===== config.mk =====
export PLATFORM = sky130hd
export DESIGN_NAME = smart_cargo_movimento_uc
export DESIGN_NICKNAME = d
export VERILOG_FILES = /design/src/rtl/smart_cargo_movimento_uc.sv
export SDC_FILE = /design/constraint.sdc
export NUM_CORES = 1
export LEC_CHECK = 0
export BUFFER_PORTS_ARGS = -buffer_cell sky130_fd_sc_hd__buf_2
export CORE_ASPECT_RATIO = 1.2
export CORE_MARGIN = 10
export CORE_UTILIZATION = 58
export DETAILED_ROUTE_END_ITERATION = 10
export PLACE_DENSITY = 0.76
export SKIP_LAST_GASP = 1
export SLEW_MARGIN = 0
export SYNTH_ARGS = -nofsm -noshare
export SYNTH_HDL_FRONTEND = slang
export SYNTH_SLANG_ARGS = --single-unit

===== constraint.sdc =====
create_clock -name clock -period 2.76 [get_ports clock]
set_input_delay 0.414 -clock clock [delete_from_list [all_inputs] [get_ports clock]]
set_output_delay 0.414 -clock clock [all_outputs]
set_load 0.01 [all_outputs]

===== src/rtl/smart_cargo_movimento_uc.sv =====
// Movement/stop sequencer for the smart cargo elevator.
// Drives motor, floor register loads, cargo strobes, door and queue shift.
module smart_cargo_movimento_uc #(
    parameter int TIMER_PORTA     = 100000000,
    parameter int TIMER_MOVIMENTO = 500000000
) (
    input  logic       clock,
    input  logic       reset,
    input  logic       iniciar,
    input  logic       emergencia,
    input  logic       temDestino,
    input  logic       chegouDestino,
    input  logic       sobe,
    input  logic       eh_origem_fila,
    input  logic       bordaSensorAtivo,
    output logic       motor_sobe,
    output logic       motor_desce,
    output logic       inicializa_andar,
    output logic       enableAndarAtual,
    output logic       coloca_objetos,
    output logic       tira_objetos,
    output logic       shift,
    output logic       porta_aberta,
    output logic [3:0] db_estado
);

    localparam int TMAX = (TIMER_PORTA > TIMER_MOVIMENTO) ?
                          TIMER_PORTA : TIMER_MOVIMENTO;
    localparam int CW   = $clog2(TMAX);

    localparam logic [CW-1:0] FIM_PORTA = CW'(TIMER_PORTA - 1);
    localparam logic [CW-1:0] FIM_MOV   = CW'(TIMER_MOVIMENTO - 1);

    typedef enum logic [3:0] {
        INICIAL    = 4'd0,
        INICIALIZA = 4'd1,
        OCIOSO     = 4'd2,
        MOVENDO    = 4'd3,
        ATUALIZA   = 4'd4,
        CHECA      = 4'd5,
        PARADA     = 4'd6,
        CARGA      = 4'd7,
        DESCARGA   = 4'd8,
        ESPERA     = 4'd9,
        AVANCA     = 4'd10,
        EMERGENCIA = 4'd15
    } estado_t;

    estado_t       estado;
    logic [CW-1:0] contador;
    logic          dir;
    logic          em_movimento;

    // Sequencer: state, shared dwell/watchdog counter and travel direction.
    // The counter only runs in MOVENDO and ESPERA and is zero elsewhere,
    // so every entry into a counting state starts from zero.
    always_ff @(posedge clock) begin
        if (reset) begin
            estado   <= INICIAL;
            contador <= '0;
            dir      <= 1'b0;
        end else if (emergencia && estado != INICIAL) begin
            estado   <= EMERGENCIA;
            contador <= '0;
        end else begin
            contador <= '0;
            case (estado)
                INICIAL: begin
                    if (iniciar) estado <= INICIALIZA;
                end
                INICIALIZA: estado <= OCIOSO;
                OCIOSO: begin
                    if (temDestino && chegouDestino) begin
                        estado <= PARADA;
                    end else if (temDestino) begin
                        estado <= MOVENDO;
                        dir    <= sobe;
                    end
                end
                MOVENDO: begin
                    if (bordaSensorAtivo) begin
                        estado <= ATUALIZA;
                    end else if (contador == FIM_MOV) begin
                        estado <= EMERGENCIA;
                    end else begin
                        contador <= contador + 1'b1;
                    end
                end
                ATUALIZA: estado <= CHECA;
                CHECA: begin
                    if (chegouDestino) begin
                        estado <= PARADA;
                    end else begin
                        estado <= MOVENDO;
                        dir    <= sobe;
                    end
                end
                PARADA: begin
                    if (eh_origem_fila) estado <= CARGA;
                    else                estado <= DESCARGA;
                end
                CARGA:    estado <= ESPERA;
                DESCARGA: estado <= ESPERA;
                ESPERA: begin
                    if (contador == FIM_PORTA) begin
                        estado <= AVANCA;
                    end else begin
                        contador <= contador + 1'b1;
                    end
                end
                AVANCA: estado <= OCIOSO;
                EMERGENCIA: begin
                    if (!emergencia && iniciar) estado <= INICIALIZA;
                end
                default: estado <= INICIAL;
            endcase
        end
    end

    // Moore output decode from the state register and direction.
    assign em_movimento = (estado == MOVENDO) || (estado == ATUALIZA) ||
                          (estado == CHECA);

    assign motor_sobe       = em_movimento & dir;
    assign motor_desce      = em_movimento & ~dir;
    assign inicializa_andar = (estado == INICIALIZA);
    assign enableAndarAtual = (estado == ATUALIZA);
    assign coloca_objetos   = (estado == CARGA);
    assign tira_objetos     = (estado == DESCARGA);
    assign shift            = (estado == AVANCA);
    assign porta_aberta     = (estado == PARADA) || (estado == CARGA) ||
                              (estado == DESCARGA) || (estado == ESPERA);
    assign db_estado        = estado;

endmodule


## Yosys cells after proc, flatten, opt, wreduce, memory -nomap -nowiden

Index checks and enable logic that the tools add are counted.

- Add/subtract/negate cells: 1
- Equal/unequal tests: 21
- Multiplexer cells: 19
- Bitwise gates (word level): 4
- Reductions and logical operators: 17

Operators by type and width:

| cell | number |
|---|---|
| $mux W29 | 3 |
| $pmux W29 S2 | 1 |
| $pmux W4 S10 | 1 |
| $mux W4 | 9 |
| $add A29 B1 Y29 const B | 1 |
| $eq A29 B27 Y1 const B | 1 |
| $eq A29 B29 Y1 const B | 1 |
| $eq A4 B3 Y1 const B | 4 |
| $eq A4 B4 Y1 const B | 4 |
| $reduce_and A5 Y1 | 2 |
| $ne A3 B3 Y1 const B | 3 |
| $eq A4 B2 Y1 const B | 2 |
| $ne A4 B4 Y1 const B | 2 |
| $ne A2 B2 Y1 const B | 3 |
| $reduce_or A2 Y1 | 3 |
| $logic_or A1 B1 Y1 | 5 |
| $eq A4 B1 Y1 const B | 1 |
| $logic_not A4 Y1 | 1 |
| $reduce_bool A4 Y1 | 1 |
| $logic_and A1 B1 Y1 | 3 |
| $mux W1 | 3 |
| $mux W3 | 1 |
| $and A1 B1 Y1 | 2 |
| $not A1 Y1 | 2 |
| other kinds (3) | 3 |

- Register bits after elaboration: 34
- Output and inout port bits: 12

## Longest topological paths before layout

Gate-level depths: netlist (run 1).

- Word-level depth: 5
- Gate-level depth with buffers: 8
- Depth with buffers taken out: 6

## Worst setup path after synthesis (run 1)

No wires, ideal clock.

- Kind: reg-to-output
- Start: register estado[1], in the netlist db_estado[1]
- End: output motor_sobe
- Data arrival time: 1706 ps
- Path slack: 640 ps
- Cell stages (with the launch flop): 6
- Buffers on the path: 2
- Path through: dfxtp_1 > clkbuf_1 > clkbuf_1 > nand2_1 > mux2_2 > nor3b_1

- Word-level cells in the longest chain between the ends: 4

RTL lines:

| item | RTL line | RTL |
|---|---|---|
| start, declared | 49 | `estado_t estado;` |
| start signal, assigned | 59 | `estado <= INICIAL;` |
| start signal, assigned | 63 | `estado <= EMERGENCIA;` |
| start signal, assigned | 69 | `if (iniciar) estado <= INICIALIZA;` |
| $eq A4 B2 Y1 / $eq A4 B3 Y1 (equally long branches) | 121 | `assign em_movimento = (estado == MOVENDO) \|\| (estado == ATUALIZA) \|\|` |
| $logic_or A1 B1 Y1 | 121 |  |
| $logic_or A1 B1 Y1 * | 121 |  |
| $and A1 B1 Y1 * | 124 | `assign motor_sobe = em_movimento & dir;` |
| end, declared | 16 | `output logic motor_sobe,` |

Mark *: on every way between the ends. The rest lies on a longest branch, timed or not.

## Worst setup path after layout (run 1)

Ends and elaborated chain as after synthesis.

==> metrics.yaml, run 1 <==
min_period_over_period: 0.8075
synth_nets: 258
yosysSeqAreaShare: 0.3424
wire_per_inst_um: 14.26
min_delay_worst_endpoint: "dir$_SDFFE_PP0P_"
crit_path_start_kind: "flop"
die_area_mm2: 0.006179
drv_cap: 0
fp-row-count: 23
cp_slowest_stage_delay_ns: 0.59
syn_to_final_growth_pct: 11.89
clockPowerShare: 0.274
hp-class: "input pin to flop"
finalMaxSlewViolations: 0
htree_levels: 2
power_uw: 1631
core_area_mm2: 0.003309
ir_worst_vdd_v: 0.0005898
clkSlewWorstSetupHoldPaths_ns: 0.06
synth_area_per_cell_um2: 8.017
setup_tns_ns: 0
period_minus_slack_ns: 2.229
hold_depth: 3
dp_cells: 297
grt_remaining_overflow: 0
clk_latency_ns: 0.29
ys_warn_count: 0
worstMarginPinSlew_ns: 0.7012
critPathBufInv: 2
ios: 21
fin_skew_ns: 0.008266
utilization: 0.6722
synth_most_common_cell: "nor2_1"
endpoint_kind: "output pin"
r2r-start: "contador[8]$_SDFF_PP0_"
worstHoldStart: "sobe"
fp.dieW_um: 73.45
crit_arrival_ns: 1.81
yosysTopAreaCell: "dfxtp_1"
grt_max_degree: 30
drt_first_pass_iters: 4
rsz0062_at_grt: "false"
cts-root-buf: "clkbuf_8"
drive_above_1_share: 0.1530
drc: 0
p_int_uw: 1055
wl_um: 4350
fmax_mhz: 448.7
first_iter_violations: 138
report.final.setup_viol: 0
synth_edf_count: 0
clock_sinks: 34
switching_share: 0.3533
rr_worst_depth: 5
cts_inserted_buffers: 5
leakage_uw: 0.0007127
status: "completed"
route.vias.total: 1822
initial_utilization: 0.6008
syn-cell-area_mm2: 0.001988
combPwrFrac: 0.343
die_h_um: 84.14
cts_tree: "yes"
antenna_found_initial: 0
p_seq_frac: 0.383
cts_setup_buffers: 0
r2r_slack_ns: 0.63
ctsLongestPathBuffers: 2
via_per_inst: 5.974
p_sw_uw: 576.3
hold_buffers: 0
finalHoldViolations: 0
synth_top_cells_by_area: "dfxtp_1, xnor2_1, nor2_1"
ys_seq_elements: 34
synth_flop_cell: "dfxtp_1"
synthCells: 248
max-slew-margin-rel: 0.5319
dp_slack_ns: 0.6274
worstReg2RegEnd: "db_estado[1]$_SDFFE_PP0P_"
io_buffers: 20
grt_usage: 0.1444
synth_commonest_cells: "nor2_1, dfxtp_1, xnor2_1"
crit_family: "flip-flops"
path_cells: "buf_4 > nand2_1 > mux2_2 > nor3b_1 > buf_2"
synthArstFlopShare: 0
final_nets: 277
gp_congestion: 0.8676
ant_nets: 0
final_cells: 305
critical_path_class: "flop to output pin"
grt_pass1_vias: 1693
grt_pass1_wl_um: 7555
crit_slowest_cell: "dfxtp_1"
cts_resized: 0
setup_ws_ns: 0.5313
fillers: 296
power_density_mw_per_mm2: 733.3
worstPathMaxFanout: 15
place_hpwl_um: 3100
num_antenna_cells: 0
critical_path_required_ns: 2.35
yosysUniqueCellTypes: 47
synth_top_cell_area_share: 0.3424
==> per-stage QoR <==
stage | hold WS, ns | area [um^2]
2_1_floorplan | 0.4299 | 1988
3_3_place_gp | 0.4481 | 2115
3_5_place_dp | 0.4601 | 2115
4_1_cts | 0.3772 | 2225
5_1_grt | 0.3969 | 2225
6_report | 0.3719 | 2225
==> worst min-delay path: cells and delay by family <==
| family | cells | cell delay (ns) |
|---|---|---|
| and+or+nand+nor | 1 | 0.08 |
| buffers and inverters | 1 | 0.07 |
| muxes | 1 | 0.06 |
==> how the worst max path moves through the flow <==
stage | startpoint | to | slack [ns] | cells after the start
after global routing | db_estado[1]$_SDFFE_PP0P_ | motor_sobe | 0.38 | 5
after global placement | contador[8]$_SDFF_PP0_ | contador[7]$_SDFF_PP0_ | 0.66 | 6
final | db_estado[1]$_SDFFE_PP0P_ | motor_sobe | 0.53 | 5
after detailed placement | contador[8]$_SDFF_PP0_ | contador[7]$_SDFF_PP0_ | 0.63 | 6
after CTS | db_estado[1]$_SDFFE_PP0P_ | motor_sobe | 0.54 | 5
after floorplan | db_estado[1]$_SDFFE_PP0P_ | motor_sobe | 0.64 | 5
==> routing by layer <==
metal	vias to the layer above	GRT usage	wire (um)
met1	849	0.1641	1802
met5	-	0	0
li1	919	-	-
met4	0	0.05772	70
met2	47	0.2415	2158
met3	7	0.04358	318
==> layout make-up <==
cell class,instances,area [um^2],area share
Multi-Input combinational cell,191,1209,0.5433
Sequential cell,34,680.7,0.3060
Timing Repair Buffer,26,145.1,0.06524
Clock buffer,6,72.57,0.03262
Tap cell,37,46.29,0.02081
Clock inverter,2,37.54,0.01687
Inverter,9,33.78,0.01519
==> power by group through the flow <==
stage | registers [uW] | clock network [uW] | logic [uW]
final | 625 | 447 | 560
after global routing | 635 | 479 | 626
after CTS | 621 | 460 | 563
after detailed placement | 633 | 0 | 562
after global placement | 631 | 0 | 559
after floorplan | 570 | 0 | 461
==> placed cells by master, fill, tap and decap left out, drive strengths merged, types with 2 or more instances in the layout <==
cell type  count
nand2         11
nor4          10
nand3b         2
dfxtp         34
or2            2
nand2b         6
a31o           2
a2111oi        2
o211ai         2
mux2           2
or4            2
xnor2         22
a21oi          9
o21ai          6
a221oi         3
buf           26
a21o           4
nor3b          2
a31oi          5
inv            9
nor4bb         3
clkbuf         6
and4           3
nand4          6
nor3          11
nor2          41
nor2b          4
xor2           6
nand3         11
==> sequential cells by signal, indices dropped and copies added (netlist names) <==
register   count
contador      29
db_estado      4
dir            1
==> cells by family (layout without fill, tap and decap cells) <==
family / after synthesis / count (layout) / synth area share
compound gates: 39 / 39 / 0.1309
xor+xnor: 28 / 28 / 0.1233
fa+ha+maj: 1 / 1 / 0.006292
buf+inv: 23 / 43 / 0.04971
flops: 34 / 34 / 0.3424
mux: 3 / 3 / 0.01636
simple gates: 120 / 120 / 0.3310
Power figures use the tool's default switching activity.
==> inputs of run 2 (changes only) <==
CORE_UTILIZATION = 52   (was 58)
PLACE_DENSITY = 0.72   (was 0.76)
clock period = 2.02 ns   (was 2.76 ns; I/O delays follow)
==> run 2 against run 1 <==
Clock skew down 0.0066 ns. Clock power up 12%. Critical path depth up 1. Sequential share of layout area down 2.0 points. Global-route usage down 0.45 points. Worst hold slack worse by 0.10 ns. Sequential power up 31%. Combinational power up 71%. Worst setup slack worse by 0.44 ns. Final cell count up 9.8%. Design area up 8.3%. Power up 40%. Critical path type is now flop to flop. Largest cell class unchanged. Highest routed layer unchanged.
==> metrics.yaml, run 2 (synthesized netlist as in run 1, its figures left out) <==
drv_cap: 0  # unchanged
ios: 21  # unchanged
die_area_mm2: 0.006707  # +8.5%
dp_cells: 326  # +9.8%
cts_tree: "yes"
cts_inserted_buffers: 5  # unchanged
power_density_mw_per_mm2: 945.4  # +29%
crit_slowest_cell: "or4_4"
top_register: "contador"
period_minus_slack_ns: 1.927
grt_pass1_vias: 1855  # +9.6%
clk_latency_ns: 0.28  # about the same
via_per_inst: 5.725  # -4.2%
status: "completed"
cts-root-buf: "clkbuf_8"
initial_utilization: 0.5427  # -0.05806
drive_above_1_share: 0.2297  # +0.07670
fmax_mhz: 518.8
report.final.setup_viol: 0  # unchanged
crit_arrival_ns: 2.09  # +0.28 ns
place_hpwl_um: 3416  # +10%
crit_end: "contador[27]$_SDFF_PP0_"
final_cells: 335  # +9.8%
seq_area_um2: 688.2  # +1.1%
finalHoldViolations: 0  # unchanged
crit_start: "contador[8]$_SDFF_PP0_"
hp-class: "input pin to flop"
worstPathMaxFanout: 15  # unchanged
r2r_slack_ns: 0.09  # -0.54 ns
fp-row-count: 24  # +4.3%
wire_per_inst_um: 13.85  # -2.9%
die_h_um: 87.74  # +4.3%
critical_path_class: "flop to flop"
path_depth: 6  # +1
crit_path_start_kind: "flop"
critPathBufInv: 1  # -1
gp_congestion: 0.9274  # +6.9%
final_area_mm2: 0.002410  # +8.3%
grt_remaining_overflow: 0  # unchanged
fp.dieW_um: 76.45  # +4.1%
cp_slowest_stage_delay_ns: 0.55  # -0.04 ns
finalMaxSlewViolations: 0  # unchanged
leakage_uw: 0.0007968  # +12%
final_nets: 292  # +5.4%
worstMarginPinSlew_ns: 0.5282  # -0.1730 ns
final_common_cell: "nor2_1"
first_iter_violations: 94  # -32%
largest_reg_flops: 29  # unchanged
htree_levels: 2  # unchanged
grt_pass1_wl_um: 8079  # +6.9%
rsz0062_at_grt: "true"
rr_worst_depth: 6  # +1
grt_usage: 0.1400  # -0.004460
ctsLongestPathBuffers: 2  # unchanged
clock_sinks: 34  # unchanged
utilization: 0.6578  # -0.01443
multiInputGateArea_mm2: 0.001249  # +3.3%
ir_worst_vdd_v: 0.0005462  # -7.4%
fin_skew_ns: 0.001694  # -0.006572 ns
r2r-start: "contador[8]$_SDFF_PP0_"
fillers: 314  # +6.1%
syn_to_final_growth_pct: 21.21
max-slew-margin-rel: 0.6388  # +0.1069
grt_max_degree: 24  # -20%
setup_tns_ns: 0  # unchanged
endpoint_kind: "flop"
route.vias.total: 1918  # +5.3%
final_cell_mix: "nor2_1, dfxtp_1, xnor2_1, buf_2, buf_4"
ant_nets: 0  # unchanged
core_area_mm2: 0.003664  # +11%
num_antenna_cells: 0  # unchanged
crit_family: "simple AND/OR/NAND/NOR gates"
critical_path_required_ns: 2.19  # -0.16 ns
min_period_over_period: 0.9542
clkSlewWorstSetupHoldPaths_ns: 0.06  # about the same
drc: 0  # unchanged
wl_um: 4640  # +6.7%
drt_first_pass_iters: 4  # unchanged
io_buffers: 20  # unchanged
path_cells: "or4_4 > nor4_4 > a31oi_1 > o211ai_1 > buf_4 > nor2_1"
dpl_cell_area_mm2: 0.002263  # +7.0%
antenna_found_initial: 0  # unchanged
worstReg2RegEnd: "contador[27]$_SDFF_PP0_"
## run 2: cell count changes in the layout (fill, tap and decap cells not counted), sizes merged
cell and delta:
clkinv +1, bufinv -1, clkbuf +1, buf +15
clkinvlp -1
## run 2: report_power, final
group / internal [uW] / total (uW) / switching, uW
clock: 275 / 500 / 225
sequential: 720 / 819 / 98.4
combinational: 467 / 960 / 493
## run 2: layout make-up
cell class                      instances  share of cell area
Clock inverter                          1            0.002077
Sequential cell                        34              0.2856
Clock buffer                            7             0.03583
Multi-Input combinational cell        191              0.5182
Inverter                                9             0.01402
Tap cell                               52             0.02700
Timing Repair Buffer                   41              0.1173
## run 2: stage by stage
step | total power [uW] | setup WS (ns) | hold WS, ns
after floorplan | 1409 | 0.01108 | 0.3721
after detailed placement | 1747 | 0.03817 | 0.4552
after global placement | 1740 | 0.07528 | 0.4447
final | 2278 | 0.09251 | 0.2677
after global routing | 2441 | -0.04946 | 0.2753
after CTS | 2251 | 0.02150 | 0.2700
## run 2: worst min-delay path by stage
stage	start	endpoint	slack, ns	cells past startpoint
CTS	sobe	dir$_SDFFE_PP0P_	0.27	3
detailed placement	contador[0]$_SDFF_PP0_	contador[0]$_SDFF_PP0_	0.46	1
global route	reset	db_estado[1]$_SDFFE_PP0P_	0.28	2
global placement	contador[0]$_SDFF_PP0_	contador[0]$_SDFF_PP0_	0.44	1
finish	sobe	dir$_SDFFE_PP0P_	0.27	3
floorplan	reset	db_estado[1]$_SDFFE_PP0P_	0.37	1
## run 2: layer usage
| metal | up-vias | global-route usage | part of all wire | routed length [um] |
|---|---|---|---|---|
| li1 | 951 | - | - | - |
| met1 | 902 | 0.1505 | 0.41 | 1923 |
| met2 | 54 | 0.2523 | 0.51 | 2347 |
| met3 | 11 | 0.04508 | 0.061 | 282 |
| met4 | 0 | 0.05415 | 0.019 | 86 |
| met5 | - | 0 | 0 | 0 |
## run 2: worst min-delay path, stage by stage
cell and delay, ns:
buf_2 0.08, mux2i_1 0.05, nor2_1 0.07
## run 2: timing repair
item	4_1_cts	5_1_grt
hold buffers	0	0
setup endpoints to repair	0	33
gates resized for setup	0	11
setup buffers	0	1
==> inputs of run 3 (changes only) <==
CORE_MARGIN = unset   (was 10)
==> run 3 against run 2 <==
Final cell count increased by 0.90%. Fmax decreased by 3.0%. Global-route usage increased by 9.2 points. Critical path type unchanged.
==> metrics.yaml, run 3 (synthesized netlist as in run 1, its figures left out) <==
status: "completed"
max-slew-margin-rel: 0.5769  # -0.06185
fin_skew_ns: 0.002259  # +0.0005651 ns
worstMarginPinSlew_ns: 0.6186  # +0.09044 ns
period_minus_slack_ns: 1.987  # +0.05917 ns
place_hpwl_um: 3106  # -9.1%
critical_path_required_ns: 2.20  # about the same
setup_ws_ns: 0.03334  # -0.05917 ns
crit_start: "contador[11]$_SDFF_PP0_"
core_area_mm2: 0.003633  # -0.82%
grt_pass1_vias: 1749  # -5.7%
clk_latency_ns: 0.28  # about the same
final_common_cell: "nor2_1"
gp_congestion: 0.8245  # -11%
antenna_found_initial: 0  # unchanged
drt_first_pass_iters: 4  # unchanged
cts-root-buf: "clkbuf_8"
grt_pass1_wl_um: 7479  # -7.4%
dpl_cell_area_mm2: 0.002243  # -0.88%
io_buffers: 20  # unchanged
final_area_mm2: 0.002411  # about the same
wire_per_inst_um: 13.57  # -2.0%
power_density_mw_per_mm2: 909.3  # -3.8%
clkSlewWorstSetupHoldPaths_ns: 0.06  # about the same
die_area_mm2: 0.004076  # -39%
crit_path_start_kind: "flop"
multiInputGateArea_mm2: 0.001234  # -1.2%
grt_usage: 0.2321  # +0.09213
setup_tns_ns: 0  # unchanged
htree_levels: 2  # unchanged
ant_nets: 0  # unchanged
drv_cap: 0  # unchanged
fp-row-count: 24  # unchanged
grt_max_degree: 30  # +25%
hold_buffers: 0  # unchanged
via_per_inst: 5.589  # -2.4%
leakage_uw: 0.0008119  # +1.9%
route.vias.total: 1889  # -1.5%
critical_path_class: "flop to flop"
cts_tree: "yes"
r2r-start: "contador[11]$_SDFF_PP0_"
die_h_um: 69.74  # -21%
fp.dieW_um: 58.45  # -24%
seq_area_um2: 685.7  # -0.36%
initial_utilization: 0.5472  # +0.004485
utilization: 0.6636  # +0.005780
finalMaxSlewViolations: 0  # unchanged
wl_um: 4587  # -1.1%
fillers: 327  # +4.1%
rr_worst_depth: 6  # unchanged
first_iter_violations: 106  # +13%
cts_inserted_buffers: 5  # unchanged
final_nets: 295  # +1.0%
worstPathMaxFanout: 14  # -1
hp-class: "input pin to flop"
power_uw: 2192  # -3.8%
syn_to_final_growth_pct: 21.27  # about the same
finalHoldViolations: 0  # unchanged
drc: 0  # unchanged
r2r_slack_ns: 0.03  # -0.06 ns
dp_slack_ns: 0.01664  # -0.02153 ns
crit_end: "contador[28]$_SDFF_PP0_"
min_period_over_period: 0.9835  # +0.02929
grt_remaining_overflow: 0  # unchanged
ctsLongestPathBuffers: 2  # unchanged
final_cell_mix: "nor2_1, dfxtp_1, xnor2_1, buf_4, buf_2"
endpoint_kind: "flop"
report.final.setup_viol: 0  # unchanged
ios: 21  # unchanged
fmax_mhz: 503.4  # -3.0%
top_register: "contador"
worstReg2RegEnd: "contador[28]$_SDFF_PP0_"
num_antenna_cells: 0  # unchanged
ir_worst_vdd_v: 0.0004861  # -11%
largest_reg_flops: 29  # unchanged
crit_arrival_ns: 2.16  # +0.07 ns
drive_above_1_share: 0.2343  # +0.004584
rsz0062_at_grt: "true"
clock_sinks: 34  # unchanged
run 3: per-layer routing:
layer  global-route usage  share of wire  vias up
met4              0.09524          0.012        0
met5                    0              0        -
met2               0.4100           0.52       41
li1                     -              -      961
met1               0.2695           0.43      881
met3              0.03918          0.029        6
run 3: critical path: stages (launching register included):
cell	delay [ns]
dfxtp_1	0.39
and4_1	0.28
or4b_1	0.45
buf_4	0.20
nor4_1	0.34
xnor2_1	0.17
nor2_1	0.05
run 3: power by group:
part | leakage, uW | internal (uW) | total [uW] | switching [uW]
logic | 0.000487 | 418 | 917 | 499
registers | 0.000277 | 712 | 773 | 61.2
clock network | 0.0000482 | 275 | 502 | 228
run 3: how the worst min path moves through the flow:
stage                                 startpoint  depth (start not counted)                         to
after CTS                                  reset                          2  db_estado[1]$_SDFFE_PP0P_
after global placement    contador[0]$_SDFF_PP0_                          1     contador[0]$_SDFF_PP0_
final                                       sobe                          3           dir$_SDFFE_PP0P_
after floorplan                            reset                          1  db_estado[1]$_SDFFE_PP0P_
after detailed placement  contador[0]$_SDFF_PP0_                          1     contador[0]$_SDFF_PP0_
after global routing                       reset                          2  db_estado[1]$_SDFFE_PP0P_
run 3: final cells by class:
cell class              count  area share
clock inverters             1    0.002076
flip-flops and latches     34      0.2844
repair buffers             44      0.1251
inverters                   9     0.01401
clock buffers               7     0.03581
well taps                  52     0.02698
multi-input cells         191      0.5117
run 3: stage by stage:
| step | hold slack [ns] | instances |
|---|---|---|
| after floorplan | 0.3721 | 248 |
| after global placement | 0.4468 | 325 |
| after detailed placement | 0.4529 | 325 |
| after CTS | 0.2662 | 333 |
| after global routing | 0.2862 | 338 |
| final | 0.2743 | 338 |
run 3: timing repair:
action                     4_1_cts  5_1_grt
pin swaps                        0        5
setup endpoints to repair        1       33
gates cloned                     0        1
buffers inserted                 0        4
gates resized for setup          0       10
